==> src/rtl/intra4x4_mode_decision_if.sv <==
// rtl/intra4x4_mode_decision_if.sv - feeder/selector bundle for the intra 4x4 mode decision
interface intra4x4_mode_decision_if #(
  parameter int PIX_W = 8,
  parameter int SAD_W = 12
);
  logic                 start;
  logic [16*PIX_W-1:0]  orig;
  logic                 pred_valid;
  logic                 pred_ready;
  logic [3:0]           pred_mode;
  logic                 pred_last;
  logic [16*PIX_W-1:0]  pred;
  logic                 busy;
  logic                 done;
  logic [3:0]           best_mode;
  logic [SAD_W-1:0]     best_sad;

  // Feeder side: supplies the original block and prediction beats
  modport master (
    output start, orig, pred_valid, pred_mode, pred_last, pred,
    input  pred_ready, busy, done, best_mode, best_sad
  );

  // Selector side
  modport slave (
    input  start, orig, pred_valid, pred_mode, pred_last, pred,
    output pred_ready, busy, done, best_mode, best_sad
  );
endinterface

==> src/rtl/intra4x4_mode_decision.sv <==
// rtl/intra4x4_mode_decision.sv - three-stage SAD pipeline picking the cheapest intra 4x4 mode
module intra4x4_mode_decision #(
  parameter int PIX_W = 8,
  parameter int SAD_W = 12
) (
  input  logic                    clk,
  input  logic                    rst_n,
  intra4x4_mode_decision_if.slave bus
);
  localparam int ROW_W = PIX_W + 2;

  typedef enum logic [1:0] {IDLE, RUN, DRAIN} state_t;

  state_t               r_state;
  logic [16*PIX_W-1:0]  r_orig;
  logic                 r_ready;
  logic                 r_busy;
  logic                 r_done;
  logic [3:0]           r_best_mode;
  logic [SAD_W-1:0]     r_best_sad;

  logic                 r_s1_valid;
  logic                 r_s1_last;
  logic [3:0]           r_s1_mode;
  logic [ROW_W-1:0]     r_s1_row [4];

  logic                 r_s2_valid;
  logic                 r_s2_last;
  logic [3:0]           r_s2_mode;
  logic [SAD_W-1:0]     r_s2_sad;

  logic                 w_accept;
  logic                 w_update;
  logic [ROW_W-1:0]     w_row [4];

  function automatic logic [PIX_W-1:0] absdiff(input logic [PIX_W-1:0] a,
                                              input logic [PIX_W-1:0] b);
    return (a > b) ? (a - b) : (b - a);
  endfunction

  assign w_accept = bus.pred_valid && r_ready;
  // Invalid mode numbers flow through but can never win; ties keep the earlier mode
  assign w_update = (r_state != IDLE) && r_s2_valid && (r_s2_mode <= 4'd8) &&
                    (r_s2_sad < r_best_sad);

  // Per-row SAD of the incoming beat against the latched original
  always_comb begin
    for (int r = 0; r < 4; r++) begin
      w_row[r] = '0;
      for (int c = 0; c < 4; c++) begin
        w_row[r] = w_row[r] + ROW_W'(absdiff(r_orig[PIX_W*(4*r+c) +: PIX_W],
                                             bus.pred[PIX_W*(4*r+c) +: PIX_W]));
      end
    end
  end

  // S1 registers row SADs, S2 registers the block total
  always_ff @(posedge clk or negedge rst_n) begin
    if (!rst_n) begin
      r_s1_valid <= 1'b0;
      r_s1_last  <= 1'b0;
      r_s1_mode  <= '0;
      for (int r = 0; r < 4; r++) r_s1_row[r] <= '0;
      r_s2_valid <= 1'b0;
      r_s2_last  <= 1'b0;
      r_s2_mode  <= '0;
      r_s2_sad   <= '0;
    end else begin
      r_s1_valid <= w_accept;
      if (w_accept) begin
        r_s1_last <= bus.pred_last;
        r_s1_mode <= bus.pred_mode;
        for (int r = 0; r < 4; r++) r_s1_row[r] <= w_row[r];
      end
      r_s2_valid <= r_s1_valid;
      if (r_s1_valid) begin
        r_s2_last <= r_s1_last;
        r_s2_mode <= r_s1_mode;
        r_s2_sad  <= SAD_W'(r_s1_row[0]) + SAD_W'(r_s1_row[1]) +
                     SAD_W'(r_s1_row[2]) + SAD_W'(r_s1_row[3]);
      end
    end
  end

  // Decision FSM with registered handshake/status outputs and best-cost tracking
  always_ff @(posedge clk or negedge rst_n) begin
    if (!rst_n) begin
      r_state     <= IDLE;
      r_orig      <= '0;
      r_ready     <= 1'b0;
      r_busy      <= 1'b0;
      r_done      <= 1'b0;
      r_best_mode <= '0;
      r_best_sad  <= '0;
    end else begin
      r_done <= 1'b0;
      if (w_update) begin
        r_best_sad  <= r_s2_sad;
        r_best_mode <= r_s2_mode;
      end
      case (r_state)
        IDLE: begin
          if (bus.start) begin
            r_orig      <= bus.orig;
            r_best_sad  <= '1;
            r_best_mode <= '0;
            r_ready     <= 1'b1;
            r_busy      <= 1'b1;
            r_state     <= RUN;
          end
        end
        RUN: begin
          if (w_accept && bus.pred_last) begin
            r_ready <= 1'b0;
            r_state <= DRAIN;
          end
        end
        DRAIN: begin
          if (r_s2_valid && r_s2_last) begin
            r_done  <= 1'b1;
            r_busy  <= 1'b0;
            r_state <= IDLE;
          end
        end
        default: r_state <= IDLE;
      endcase
    end
  end

  assign bus.pred_ready = r_ready;
  assign bus.busy       = r_busy;
  assign bus.done       = r_done;
  assign bus.best_mode  = r_best_mode;
  assign bus.best_sad   = r_best_sad;
endmodule

==> src/flat_wrapper.sv <==
// flat-port wrapper written by rule: the top's interface ports become plain ports
module intra4x4_mode_decision_flat 
#(
  parameter int PIX_W = 8,
  parameter int SAD_W = 12
)
  (clk, rst_n, bus_start, bus_orig, bus_pred_valid, bus_pred_mode, bus_pred_last, bus_pred, bus_pred_ready, bus_busy, bus_done, bus_best_mode, bus_best_sad);
  intra4x4_mode_decision_if #(.PIX_W(PIX_W), .SAD_W(SAD_W)) bus_i ();
  input  logic clk;
  input  logic rst_n;
  input wire logic [$bits(bus_i.start)-1:0] bus_start;
  input wire logic [$bits(bus_i.orig)-1:0] bus_orig;
  input wire logic [$bits(bus_i.pred_valid)-1:0] bus_pred_valid;
  input wire logic [$bits(bus_i.pred_mode)-1:0] bus_pred_mode;
  input wire logic [$bits(bus_i.pred_last)-1:0] bus_pred_last;
  input wire logic [$bits(bus_i.pred)-1:0] bus_pred;
  output wire logic [$bits(bus_i.pred_ready)-1:0] bus_pred_ready;
  output wire logic [$bits(bus_i.busy)-1:0] bus_busy;
  output wire logic [$bits(bus_i.done)-1:0] bus_done;
  output wire logic [$bits(bus_i.best_mode)-1:0] bus_best_mode;
  output wire logic [$bits(bus_i.best_sad)-1:0] bus_best_sad;
  assign bus_i.start = bus_start;
  assign bus_i.orig = bus_orig;
  assign bus_i.pred_valid = bus_pred_valid;
  assign bus_i.pred_mode = bus_pred_mode;
  assign bus_i.pred_last = bus_pred_last;
  assign bus_i.pred = bus_pred;
  assign bus_pred_ready = bus_i.pred_ready;
  assign bus_busy = bus_i.busy;
  assign bus_done = bus_i.done;
  assign bus_best_mode = bus_i.best_mode;
  assign bus_best_sad = bus_i.best_sad;
  intra4x4_mode_decision #(.PIX_W(PIX_W), .SAD_W(SAD_W)) u_core (.clk(clk), .rst_n(rst_n), .bus(bus_i));
endmodule
==> config.mk <==
export PLATFORM = sky130hd
export DESIGN_NAME = intra4x4_mode_decision_flat
export DESIGN_NICKNAME = d
export VERILOG_FILES = /design/src/rtl/intra4x4_mode_decision_if.sv /design/src/rtl/intra4x4_mode_decision.sv /design/src/flat_wrapper.sv
export SDC_FILE = /design/constraint.sdc
export NUM_CORES = 1
export LEC_CHECK = 0
export ABC_AREA = 1
export BUFFER_PORTS_ARGS = -buffer_cell sky130_fd_sc_hd__buf_2
export CAP_MARGIN = 20
export CELL_PAD_IN_SITES_DETAIL_PLACEMENT = 0
export CELL_PAD_IN_SITES_GLOBAL_PLACEMENT = 1
export CORE_MARGIN = 1.5
export CORE_UTILIZATION = 44
export CTS_CLUSTER_DIAMETER = 150
export CTS_CLUSTER_SIZE = 24
export DETAILED_ROUTE_END_ITERATION = 6
export HOLD_SLACK_MARGIN = 0.1
export PLACE_DENSITY_LB_ADDON = 0.15
export SYNTH_ARGS = -nofsm -noshare
export SYNTH_HDL_FRONTEND = slang
export SYNTH_SLANG_ARGS = --single-unit
==> constraint.sdc <==
create_clock -name clk -period 5.3 [get_ports clk]
set_input_delay 1.06 -clock clk [delete_from_list [all_inputs] [get_ports clk]]
set_output_delay 1.06 -clock clk [all_outputs]
set_load 0.01 [all_outputs]
After elaboration in Yosys (flattened, before gate mapping)
Cells that the tools add are included.
{"block": "totals", "register_bits": 213, "latchBits": 0, "mem_bits_rw": 0, "mem_bits_ro": 0, "inputBits": 265, "output_inout_bits": 19, "word_cells": 135, "memories": 0}
{"block": "op_classes", "addsub": 47, "multipliers": 0, "n_div": 0, "order_cmp": 18, "eq_ne": 5, "shift": 0, "mux": 33, "n_bitwise": 0, "reduce_logical": 14}
{"operator": "subtractor 8 bit", "n": 32}
{"operator": "> comparator 8 bit", "n": 16}
{"operator": "2-to-1 mux 8 bit", "n": 16}
{"operator": "adder 10 x 8 -> 10 bit", "n": 8}
{"operator": "adder 8 x 8 -> 9 bit", "n": 4}
{"operator": "2-to-1 mux 12 bit", "n": 3}
{"operator": "adder 12 x 10 -> 12 bit", "n": 2}
{"operator": "< comparator 12 bit", "n": 1}
{"operator": "2-to-1 mux 4 bit", "n": 3}
{"operator": "adder 10 x 10 -> 11 bit", "n": 1}
{"operator": "AND reduction 3 bit", "n": 3}
{"operator": "logical AND 1 bit", "n": 6}
{"operator": "2-to-1 mux 2 bit", "n": 3}
{"operator": "one-hot mux 2 bit (3 select lines)", "n": 1}
{"operator": "nonzero test 2 bit", "n": 3}
{"operator": "2-to-1 mux 1 bit", "n": 5}
{"operator": "<= comparator 4 bit (second input constant)", "n": 1}
{"operator": "!= test 2 x 1 -> 1 bit (second input constant)", "n": 2}
{"operator": "one-hot mux 1 bit (2 select lines)", "n": 2}
{"operator": "equality test 2 x 1 -> 1 bit (second input constant)", "n": 1}
{"operator": "equality test 2 bit (second input constant)", "n": 1}
{"operator": "logical NOT 2 bit", "n": 1}
{"operator": "!= test 2 bit (second input constant)", "n": 1}
{"operator": "AND reduction 2 bit", "n": 1}

Logic depth before layout (Yosys ltp)
Gate-level depths: netlist (run 1).
{"block": "depth", "depth_word": 7, "mapped_depth": 32, "ltp_nobuf": 32}

Worst setup path before layout (run 1)
Ideal clock, no wire load.
{"block": "synth_path", "path_type": "input port to flip-flop", "from": "input bus_pred[40]", "to": "register u_core.r_s1_row[28] in the netlist's numbering", "t_arrival_ns": 4.726, "required_time_ns": 5.182, "setup_slack_ns": 0.456, "path_stages": 29, "cell_sequence": "ha_1 > inv_1 > fa_1 > nand3_1 > inv_1 > nor2_2 > inv_2 > nand2_1 > nand2_2 > o21ai_4 > nand2_1 > nand2_1 > inv_1 > ha_1 > nand3_1 > nand3_1 > nand3_1 > or2_2 > nand3b_1 > nand2_1 > fa_1 > inv_1 > ha_1 > inv_1 > o21bai_1 > a21oi_1 > nand3b_1 > nand3_1 > nand2_1"}
{"block": "synth_via", "elab_chain_cells": 5, "elab_cells_between_ends": 7}
{"element": "from (decl)", "line_no": "flat_wrapper.sv:16", "rtl": "input wire logic [$bits(bus_i.pred)-1:0] bus_pred;"}
{"element": "subtractor 8 bit / > comparator 8 bit (equally long branches)", "line_no": "intra4x4_mode_decision.sv:38", "rtl": "return (a > b) ? (a - b) : (b - a);"}
{"element": "2-to-1 mux 8 bit *", "line_no": "intra4x4_mode_decision.sv:38"}
{"element": "adder 8 x 8 -> 9 bit *", "line_no": "intra4x4_mode_decision.sv:51", "rtl": "w_row[r] = w_row[r] + ROW_W'(absdiff(r_orig[PIX_W*(4*r+c) +: PIX_W],"}
{"element": "adder 10 x 8 -> 10 bit * (2 in a row)", "line_no": "intra4x4_mode_decision.sv:51"}
{"element": "to (decl)", "line_no": "intra4x4_mode_decision.sv:25", "rtl": "logic [ROW_W-1:0] r_s1_row [4];"}
Mark *: on every way between the ends. The rest lies on a longest branch, timed or not.
A chain may end at the register's enable or synchronous reset.

Worst setup path after layout (run 1)
{"block": "layout_path", "from": "input bus_pred[104]", "to": "register u_core.r_s1_row[8] in the netlist's numbering"}
Same word-level chain as after synthesis.

==> out/results.ini, run 1 <==
[flow_run]
maxCapViolCount=0

[power]
p_leak_nw=17.52
max-vdd-ir-drop_mv=0.1816
power_mw=5.726
p_per_area_nw_per_um2=203.2

[detailed_routing]
drc_errors=0
vias_per_cell=4.656
drt-initial-drc-count=920
vias=22650
ant_nets=0
wirelength_um=61430
drtPass1Iterations=5
post_drt_wl_per_cell_um=12.63

[sta]
period_share_pct=88.85
finalSetupTns_ns=0
tightest_slew_ns=0.8049
rsz0062_at_grt=no
max_freq_mhz=212.4
slew_headroom_pct=46.34
fin_hold_ws_ns=0.4665
finClkSkew_ns=0.03612
hold_viol_final=0
post-route-min-period_ns=4.709
finalWorstSetupSlack_ns=0.5911
setup_viol=0
slew_viol_final=0

[clocking]
cts_max_path_buffers=3
cts_buffers=13
clock_latency_ns=0.53
root_buffer=clkbuf_16
cts_sinks=213
cts_hold_buffers=0
tritoncts=yes
clkTransAtPathRegs_ns=0.10
cts_setup_buffers=0
ctsResizeCount=0
htreeDepth=1

[logic_synthesis]
synth_area_per_cell_um2=6.662
synthTopCellsByArea=dfrtp_1 (21%), nand2_1 (17%), ha_1 (16%)
seq_area_frac_synth_pct=20.87
synth_fp_nets=4517
synth_largest_area_cell=dfrtp_1
syn_inst=3833
async_flop_share_pct=100.0
dominantRegCellSynth=dfrtp_1
ys_seq_elements=213
synth_enable_flop_cells=0
synth_top_area_share_pct=20.87
synth_warnings=0
syn_area_um2=25540
synth_cell_types=41

[die]
die_y_um=243.9
core_region_area_um2=57480
dieArea_um2=59490
start_util_pct=44.43
ios=284
die_w_um=243.9
std_cell_rows=88

[final_layout]
postLayoutCellArea_um2=28190
finalNetCount=4776
fin_util_pct=49.04
drive_gt1_share_pct=10.57
area_growth_pct=10.37
fin_cells=4864

[critical_path]
path_class=in2reg
regToRegSetupSlack_ns=0.78
setup.worst_path.start_class=input port
worstPathRequired_ns=5.70
worstReg2RegStart=u_core.r_orig[40]
endpoint_kind=register
r2r_end=u_core.r_s1_row[28]
crit_fanout=9
cp.arrival_ns=5.11
reg2reg_depth=30

[placement]
dp_cells=4842
dp_worst_setup_slack_ns=0.01432
routabilityCongestion=0.8496
io_buffers=283
placed_area_um2=27800
dp_hpwl_um=51490

[grt]
grt_pass1_wl_um=105700
grt_usage_pct=21.11
grt_max_degree=93
grt_pass1_vias=22580
antenna_found_initial=1
overflow=0

[outcome]
status=finished, final reports clean

[min_path]
hold_class=in2async

==> cells in the mapped netlist (all sizes together), types with 19 or more instances <==
cell type	count
a21o	19
a21oi	289
buf	51
dfrtp	213
fa	84
ha	335
inv	818
nand2	1176
nand3	207
nand4	20
nor2	253
o21ai	121
xnor2	38
xor2	97
==> placed cells by master, fill, tap and decap left out, types with 8 or more instances in the layout <==
| cell | Yosys | layout |
|---|---|---|
| a21boi_0 | 16 | 16 |
| a21o_1 | 18 | 18 |
| a21oi_1 | 281 | 281 |
| buf_2 | 31 | 282 |
| buf_4 | 17 | 25 |
| clkbuf_16 | 0 | 13 |
| dfrtp_1 | 213 | 213 |
| fa_1 | 84 | 84 |
| ha_1 | 335 | 335 |
| inv_1 | 796 | 796 |
| inv_2 | 22 | 22 |
| mux2_2 | 16 | 16 |
| nand2_1 | 1148 | 1147 |
| nand2_2 | 28 | 28 |
| nand3_1 | 207 | 207 |
| nand3b_1 | 8 | 8 |
| nand4_1 | 20 | 20 |
| nor2_1 | 237 | 237 |
| nor2_2 | 14 | 14 |
| o21a_1 | 8 | 8 |
| o21ai_0 | 84 | 84 |
| o21ai_1 | 29 | 29 |
| o21bai_1 | 16 | 16 |
| xnor2_1 | 38 | 38 |
| xor2_1 | 97 | 97 |
==> critical path: stages <==
cell      delay (ns)
buf_2           0.11
ha_1            0.18
inv_1           0.09
fa_1            0.23
nand3_1         0.08
nand2_1         0.16
nand2_2         0.10
a21oi_4         0.29
nand2_1         0.08
o21ai_1         0.12
inv_1           0.06
ha_1            0.37
nand3_1         0.10
nand2_1         0.13
nand2_1         0.07
a22oi_1         0.18
xnor2_1         0.13
fa_1            0.55
inv_1           0.04
ha_1            0.36
nand2_1         0.09
nand2_1         0.06
a21oi_1         0.17
nand3b_1        0.10
nand3_1         0.10
o21ai_0         0.09
==> worst max path at each step <==
stage	start	endpoint	slack (ns)
after global placement	bus_pred[104]	u_core.r_s1_row[8]	0.06
final	bus_pred[104]	u_core.r_s1_row[8]	0.59
after floorplan	bus_pred[40]	u_core.r_s1_row[28]	0.46
after detailed placement	bus_pred[104]	u_core.r_s1_row[8]	0.01
after CTS	bus_pred[104]	u_core.r_s1_row[8]	0.59
after global routing	bus_pred[40]	u_core.r_s1_row[28]	0.19
==> report_power, final <==
part           total [mW]  leakage (nW)  internal, mW  switching [mW]
Clock                1.12         0.186         0.479           0.646
Sequential           1.62          2.24          1.62               0
Combinational        2.98          15.1          1.16            1.82
==> per-layer routing <==
layer	vias up	part of all wire, %	GRT usage [%]
met5	-	0	0
met4	0	1.5	3.922
met3	46	2.5	1.641
met2	242	47	37.28
met1	10130	48	28.26
li1	12220	-	-
==> sequential cells by signal (all words and copies together) (netlist names) <==
signal / flops
u_core.r_s2_sad: 12
u_core.bus.best_mode: 4
u_core.r_s1_last: 1
u_core.bus.busy: 1
u_core.r_s1_valid: 1
u_core.r_state: 2
u_core.r_s2_last: 1
u_core.bus.best_sad: 12
u_core.r_s2_valid: 1
u_core.r_s2_mode: 4
u_core.r_s1_mode: 4
u_core.r_orig: 128
u_core.r_s1_row: 40
u_core.bus.done: 1
u_core.bus.pred_ready: 1
==> final cells by class <==
class | count | area, um^2
Multi-Input combinational cell | 2734 | 16760
Fill cell | 6193 | 29290
Sequential cell | 213 | 5330
Antenna cell | 2 | 5.005
Timing Repair Buffer | 311 | 1674
Clock buffer | 15 | 342.8
Tap cell | 765 | 957.2
Clock inverter | 5 | 38.79
Inverter | 819 | 3074
==> kinds of logic (layout without fill, tap and decap cells) <==
logic type | count (synthesis) | count (layout) | share of synthesized area [%]
AND/OR/NAND/NOR | 1676 | 1676 | 26.53
buffers and inverters | 886 | 1150 | 13.51
AO/OA/AOI/OAI | 488 | 488 | 10.75
adder cells (fa/ha/maj) | 419 | 419 | 23.00
flip-flops | 213 | 213 | 20.87
XOR/XNOR | 135 | 135 | 4.630
multiplexers | 16 | 16 | 0.7055
other | 0 | 2 | 0
Note: power is estimated with default switching activity, not from simulation.
==> run 2, diff against run 1 <==
- CORE_UTILIZATION: 44 -> 35
==> run 2 against run 1 <==
  * Sequential power about the same
  * Global-route usage shrank 3.2 points
  * Design area grew 1.3%
  * Critical path type unchanged
  * Critical endpoint is now u_core.r_s1_row[18]
==> out/results.ini, run 2 (same netlist as run 1, synthesis figures left out) <==
[critical_path]
max_stage_delay_ns=0.55  ; about the same
endpoint_kind=register
worstPathRequired_ns=5.70  ; about the same
path_class=in2reg
setup.worst_path.start_class=input port
crit_fanout=7  ; -2
cp.arrival_ns=5.08  ; -0.03 ns
cpMaxStageDelayCell=fa_1

[clocking]
clkTransAtPathRegs_ns=0.10  ; about the same
cts_hold_buffers=0  ; unchanged
cts_max_path_buffers=3  ; unchanged
cts_sinks=213  ; unchanged
cts_setup_buffers=0  ; unchanged
cts_buffers=14  ; +1
htreeDepth=1  ; unchanged
tritoncts=yes
root_buffer=clkbuf_16
clock_latency_ns=0.53  ; about the same
ctsResizeCount=0  ; unchanged

[sta]
finalSetupTns_ns=0  ; unchanged
slew_viol_final=0  ; unchanged
finalWorstSetupSlack_ns=0.6115  ; +0.02042 ns
rsz0062_at_grt=no
setup_viol=0  ; unchanged
finClkSkew_ns=0.01395  ; -0.02217 ns
slew_headroom_pct=46.14  ; -0.20 points
hold_viol_final=0  ; unchanged
max_freq_mhz=213.3  ; +0.44%
post-route-min-period_ns=4.689  ; -0.02042 ns
tightest_slew_ns=0.8059  ; +0.0009807 ns
period_share_pct=88.46  ; -0.39 points

[grt]
top_usage_layer=met2
use_met1_pct=23.65  ; -4.6 points
grt_max_degree=89  ; -4.3%
grtUsageMet2_pct=32.17  ; -5.1 points
use_met3_pct=1.415  ; -0.23 points
overflow=0  ; unchanged
grt_pass1_vias=22600  ; +0.089%
grt_pass1_wl_um=110500  ; +4.5%
grt_usage_pct=17.87  ; -3.2 points
antenna_found_initial=0  ; -1

[detailed_routing]
drtPass1Iterations=5  ; unchanged
drt-initial-drc-count=953  ; +3.6%
vias=22740  ; +0.44%
post_drt_wl_per_cell_um=13.12  ; +3.9%
ant_nets=0  ; unchanged
drc_errors=0  ; unchanged
wirelength_um=66380  ; +8.1%
vias_per_cell=4.494  ; -3.5%

[final_layout]
top_register=u_core.r_orig
finalNetCount=4788  ; +0.25%
postLayoutCellArea_um2=28550  ; +1.3%
final_common_cell=nand2_1
diodes=0  ; -2
fin_cells=5061  ; +4.1%
largest_reg_flops=128  ; unchanged
drive_gt1_share_pct=10.90  ; +0.33 points
largestRegisters=u_core.r_orig (128), u_core.r_s1_row (40)
layout_common_cells=nand2_1 (1147), inv_1 (796), ha_1 (335)
area_growth_pct=11.80

[power]
p_leak_nw=17.61  ; +0.51%
p_per_area_nw_per_um2=206.3  ; +1.5%
max-vdd-ir-drop_mv=0.1930  ; +6.3%
power_mw=5.890  ; +2.9%

[die]
ios=284  ; unchanged
start_util_pct=35.54  ; -8.9 points
die_w_um=273.1  ; +12%
std_cell_rows=98  ; +11%
dieArea_um2=74590  ; +25%
core_region_area_um2=71850  ; +25%
die_y_um=273.1  ; +12%

[placement]
dp_cells=5038  ; +4.0%
placed_area_um2=28100  ; +1.1%
routabilityCongestion=0.8644  ; +1.7%
dp_worst_setup_slack_ns=0.05652  ; +0.04220 ns
io_buffers=283  ; unchanged
dp_hpwl_um=56030  ; +8.8%

[min_path]
hold_class=in2async

[outcome]
status=finished, final reports clean

[flow_run]
maxCapViolCount=0  ; unchanged

run 2: report_power, final:
group	switching [mW]	total (mW)	internal, mW
clock	0.707	1.26	0.553
sequential	0	1.62	1.62
combinational	1.84	3.01	1.16
total	2.55	5.89	3.34
run 2: final cells by class:
type | instances | area, um^2
fillers | 8010 | 43300
flip-flops and latches | 213 | 5330
multi-input cells | 2734 | 16760
repair buffers | 322 | 1744
clock buffers | 16 | 389.1
well taps | 950 | 1189
inverters | 819 | 3074
clock inverters | 7 | 61.31
run 2: worst paths after layout:
kind | startpoint | end | slack, ns | depth (start not counted)
setup / recovery | bus_pred[72] | u_core.r_s1_row[18] | 0.61 | 29
hold / removal | rst_n | u_core.r_orig[103] | 0.44 | 1
setup reg to reg | u_core.r_orig[72] | u_core.r_s1_row[18] | 0.78 | 29
hold reg to reg | u_core.r_s1_mode[0] | u_core.r_s2_mode[0] | 0.49 | 2
max in group asynchronous | rst_n | u_core.r_orig[39] | 3.77 | 2
min in group clk | u_core.r_s1_mode[0] | u_core.r_s2_mode[0] | 0.49 | 2
run 2: critical path: cells and delay by family:
| family | cells | cell delay (ns) |
|---|---|---|
| AO/OA/AOI/OAI | 5 | 0.63 |
| XOR/XNOR | 1 | 0.16 |
| adder cells (fa/ha/maj) | 5 | 1.76 |
| buffers and inverters | 7 | 0.49 |
| AND/OR/NAND/NOR | 11 | 0.99 |
run 2: metal layers:
metal / part of all wire [%] / wire [um]
met3: 2.1 / 1390
met1: 48 / 31860
met5: 0 / 0
met4: 1.4 / 900
met2: 49 / 32230
run 2: metrics by stage:
step,hold WS [ns],util [%]
2_1_floorplan,0.3721,-
3_3_place_gp,0.4683,39.11
3_5_place_dp,0.4695,39.11
4_1_cts,0.4499,39.74
5_1_grt,0.4830,39.74
6_report,0.4413,39.74
==> run 3, diff against run 2 <==
- RECOVER_POWER: default -> 25
==> run 3 against run 2 <==
  * Largest cell class unchanged
  * The flow now finishes with violations (max-capacitance violations, max-slew violations)
  * Critical endpoint unchanged
  * First-iteration DRC count shrank 0.10%
  * Highest routed layer unchanged
  * Clock-buffer cell count is the same
  * Die area is the same
  * Utilization is essentially flat
  * Sequential cell count is the same
==> out/results.ini, run 3 (same netlist as run 1, synthesis figures left out) <==
[final_layout]
diodes=0  ; unchanged
top_register=u_core.r_orig
fin_util_pct=39.72  ; about the same
postLayoutCellArea_um2=28540  ; about the same
largest_reg_flops=128  ; unchanged
finalNetCount=4788  ; unchanged
num-fill-cells=8009  ; -0.012%
final_common_cell=nand2_1
layout_common_cells=nand2_1 (1147), inv_1 (796), ha_1 (335)
largestRegisters=u_core.r_orig (128), u_core.r_s1_row (40)
fin_cells=5061  ; unchanged
multi_input_area_um2=16760  ; unchanged
final-seq-area_um2=5330  ; unchanged
drive_gt1_share_pct=10.87  ; -0.024 points
area_growth_pct=11.76  ; about the same

[clocking]
clkTransAtPathRegs_ns=0.10  ; about the same
root_buffer=clkbuf_16
cts_max_path_buffers=3  ; unchanged
tritoncts=yes
cts_sinks=213  ; unchanged
clock_latency_ns=0.53  ; about the same
cts_hold_buffers=0  ; unchanged
htreeDepth=1  ; unchanged
cts_buffers=14  ; unchanged
ctsResizeCount=0  ; unchanged
cts_setup_buffers=0  ; unchanged

[placement]
dp_cells=5038  ; unchanged
routabilityCongestion=0.8644  ; unchanged
dp_worst_setup_slack_ns=0.05652  ; unchanged
io_buffers=283  ; unchanged
dp_hpwl_um=56030  ; unchanged
placed_area_um2=28100  ; unchanged

[grt]
grt_pass1_vias=22600  ; unchanged
grt_pass1_wl_um=110500  ; unchanged
grt_max_degree=89  ; unchanged
antenna_found_initial=0  ; unchanged
grt_usage_pct=17.87  ; unchanged
overflow=0  ; unchanged

[die]
ios=284  ; unchanged
start_util_pct=35.54  ; unchanged
core_region_area_um2=71850  ; unchanged
die_y_um=273.1  ; unchanged
std_cell_rows=98  ; unchanged
die_w_um=273.1  ; unchanged
dieArea_um2=74590  ; unchanged

[min_path]
hold_class=reg2reg

[critical_path]
crit_fanout=7  ; unchanged
cp.arrival_ns=5.08  ; about the same
worstPathRequired_ns=5.69  ; about the same
crit_family=adder cells
path_class=in2reg
cpMaxStageDelayCell=fa_1
max_stage_delay_ns=0.55  ; about the same
endpoint_kind=register
setup.worst_path.start_class=input port
worst-path-buf-inv=7  ; unchanged

[detailed_routing]
vias=22750  ; +0.0044%
vias_per_cell=4.494  ; about the same
drt-initial-drc-count=952  ; -0.10%
wirelength_um=66380  ; about the same
drc_errors=0  ; unchanged
drtPass1Iterations=5  ; unchanged
ant_nets=0  ; unchanged
post_drt_wl_per_cell_um=13.12  ; about the same

[sta]
finalWorstSetupSlack_ns=0.6100  ; -0.001437 ns
hold_viol_final=0  ; unchanged
finClkSkew_ns=0.01445  ; +0.0005020 ns
period_share_pct=88.49  ; about the same
post-route-min-period_ns=4.690  ; +0.001437 ns
finalSetupTns_ns=0  ; unchanged
max_freq_mhz=213.2  ; about the same
setup_viol=0  ; unchanged
tightest_slew_ns=3.868  ; +3.062 ns
slew_headroom_pct=-157.9  ; -200 points
rsz0062_at_grt=no
slew_viol_final=74  ; +74

[power]
max-vdd-ir-drop_mv=0.1930  ; unchanged
p_per_area_nw_per_um2=206.3  ; about the same
p_leak_nw=17.60  ; about the same

[outcome]
violations=max-capacitance violations, max-slew violations
status=finished, violations left

[flow_run]
maxCapViolCount=1  ; +1

==> run 3: changes by cell type in the layout (fill, tap and decap cells not counted) <==
cell and delta:
buf_8 -1, clkdlybuf4s25_1 +1, clkbuf_2 +2, buf_4 -2
==> run 3: per-stage QoR <==
stage	hold WS [ns]	power (mW)
final	0.4894	5.889
after global routing	0.5193	6.578
after CTS	0.4499	6.042
after detailed placement	0.4695	4.695
after global placement	0.4683	4.710
after floorplan	0.3721	3.919
==> run 3: area by class of cell <==
cell class,count,share of cell area [%]
Timing Repair Buffer,322,6.076
Clock buffer,16,1.363
Sequential cell,213,18.68
Clock inverter,7,0.2148
Tap cell,950,4.165
Inverter,819,10.77
Multi-Input combinational cell,2734,58.73
==> run 3: worst paths after layout <==
check                               startpoint  cells past startpoint  slack [ns]                   to
setup / recovery                  bus_pred[72]                     29        0.61  u_core.r_s1_row[18]
hold / removal             u_core.r_s1_mode[0]                      2        0.49  u_core.r_s2_mode[0]
setup reg to reg             u_core.r_orig[72]                     29        0.78  u_core.r_s1_row[18]
hold reg to reg            u_core.r_s1_mode[0]                      2        0.49  u_core.r_s2_mode[0]
max in group asynchronous                rst_n                      2        0.90  u_core.r_s1_row[28]
min in group asynchronous                rst_n                      1        2.01   u_core.r_orig[103]
==> run 3: report_power, final <==
| group | internal [mW] | switching, mW |
|---|---|---|
| Combinational | 1.16 | 1.84 |
| Clock | 0.553 | 0.706 |
| Sequential | 1.62 | 0 |
==> run 3: routing by layer <==
metal / vias to the layer above / GRT usage (%) / part of all wire (%)
met5: - / 0 / 0
met4: 0 / 2.603 / 1.4
met3: 32 / 1.415 / 2.1
met2: 227 / 32.17 / 49
met1: 10240 / 23.65 / 48
li1: 12240 / - / -
==> run 3: worst register-to-register path, delay by kind of cell, from the launching register on <==
family	cells	cell delay, ns
adders and majority gates	5	1.77
and+or+nand+nor	11	0.99
AOI/OAI and AO/OA	5	0.63
buffers and inverters	7	0.48
DFF	1	0.39
xor gates and xnor gates	1	0.16
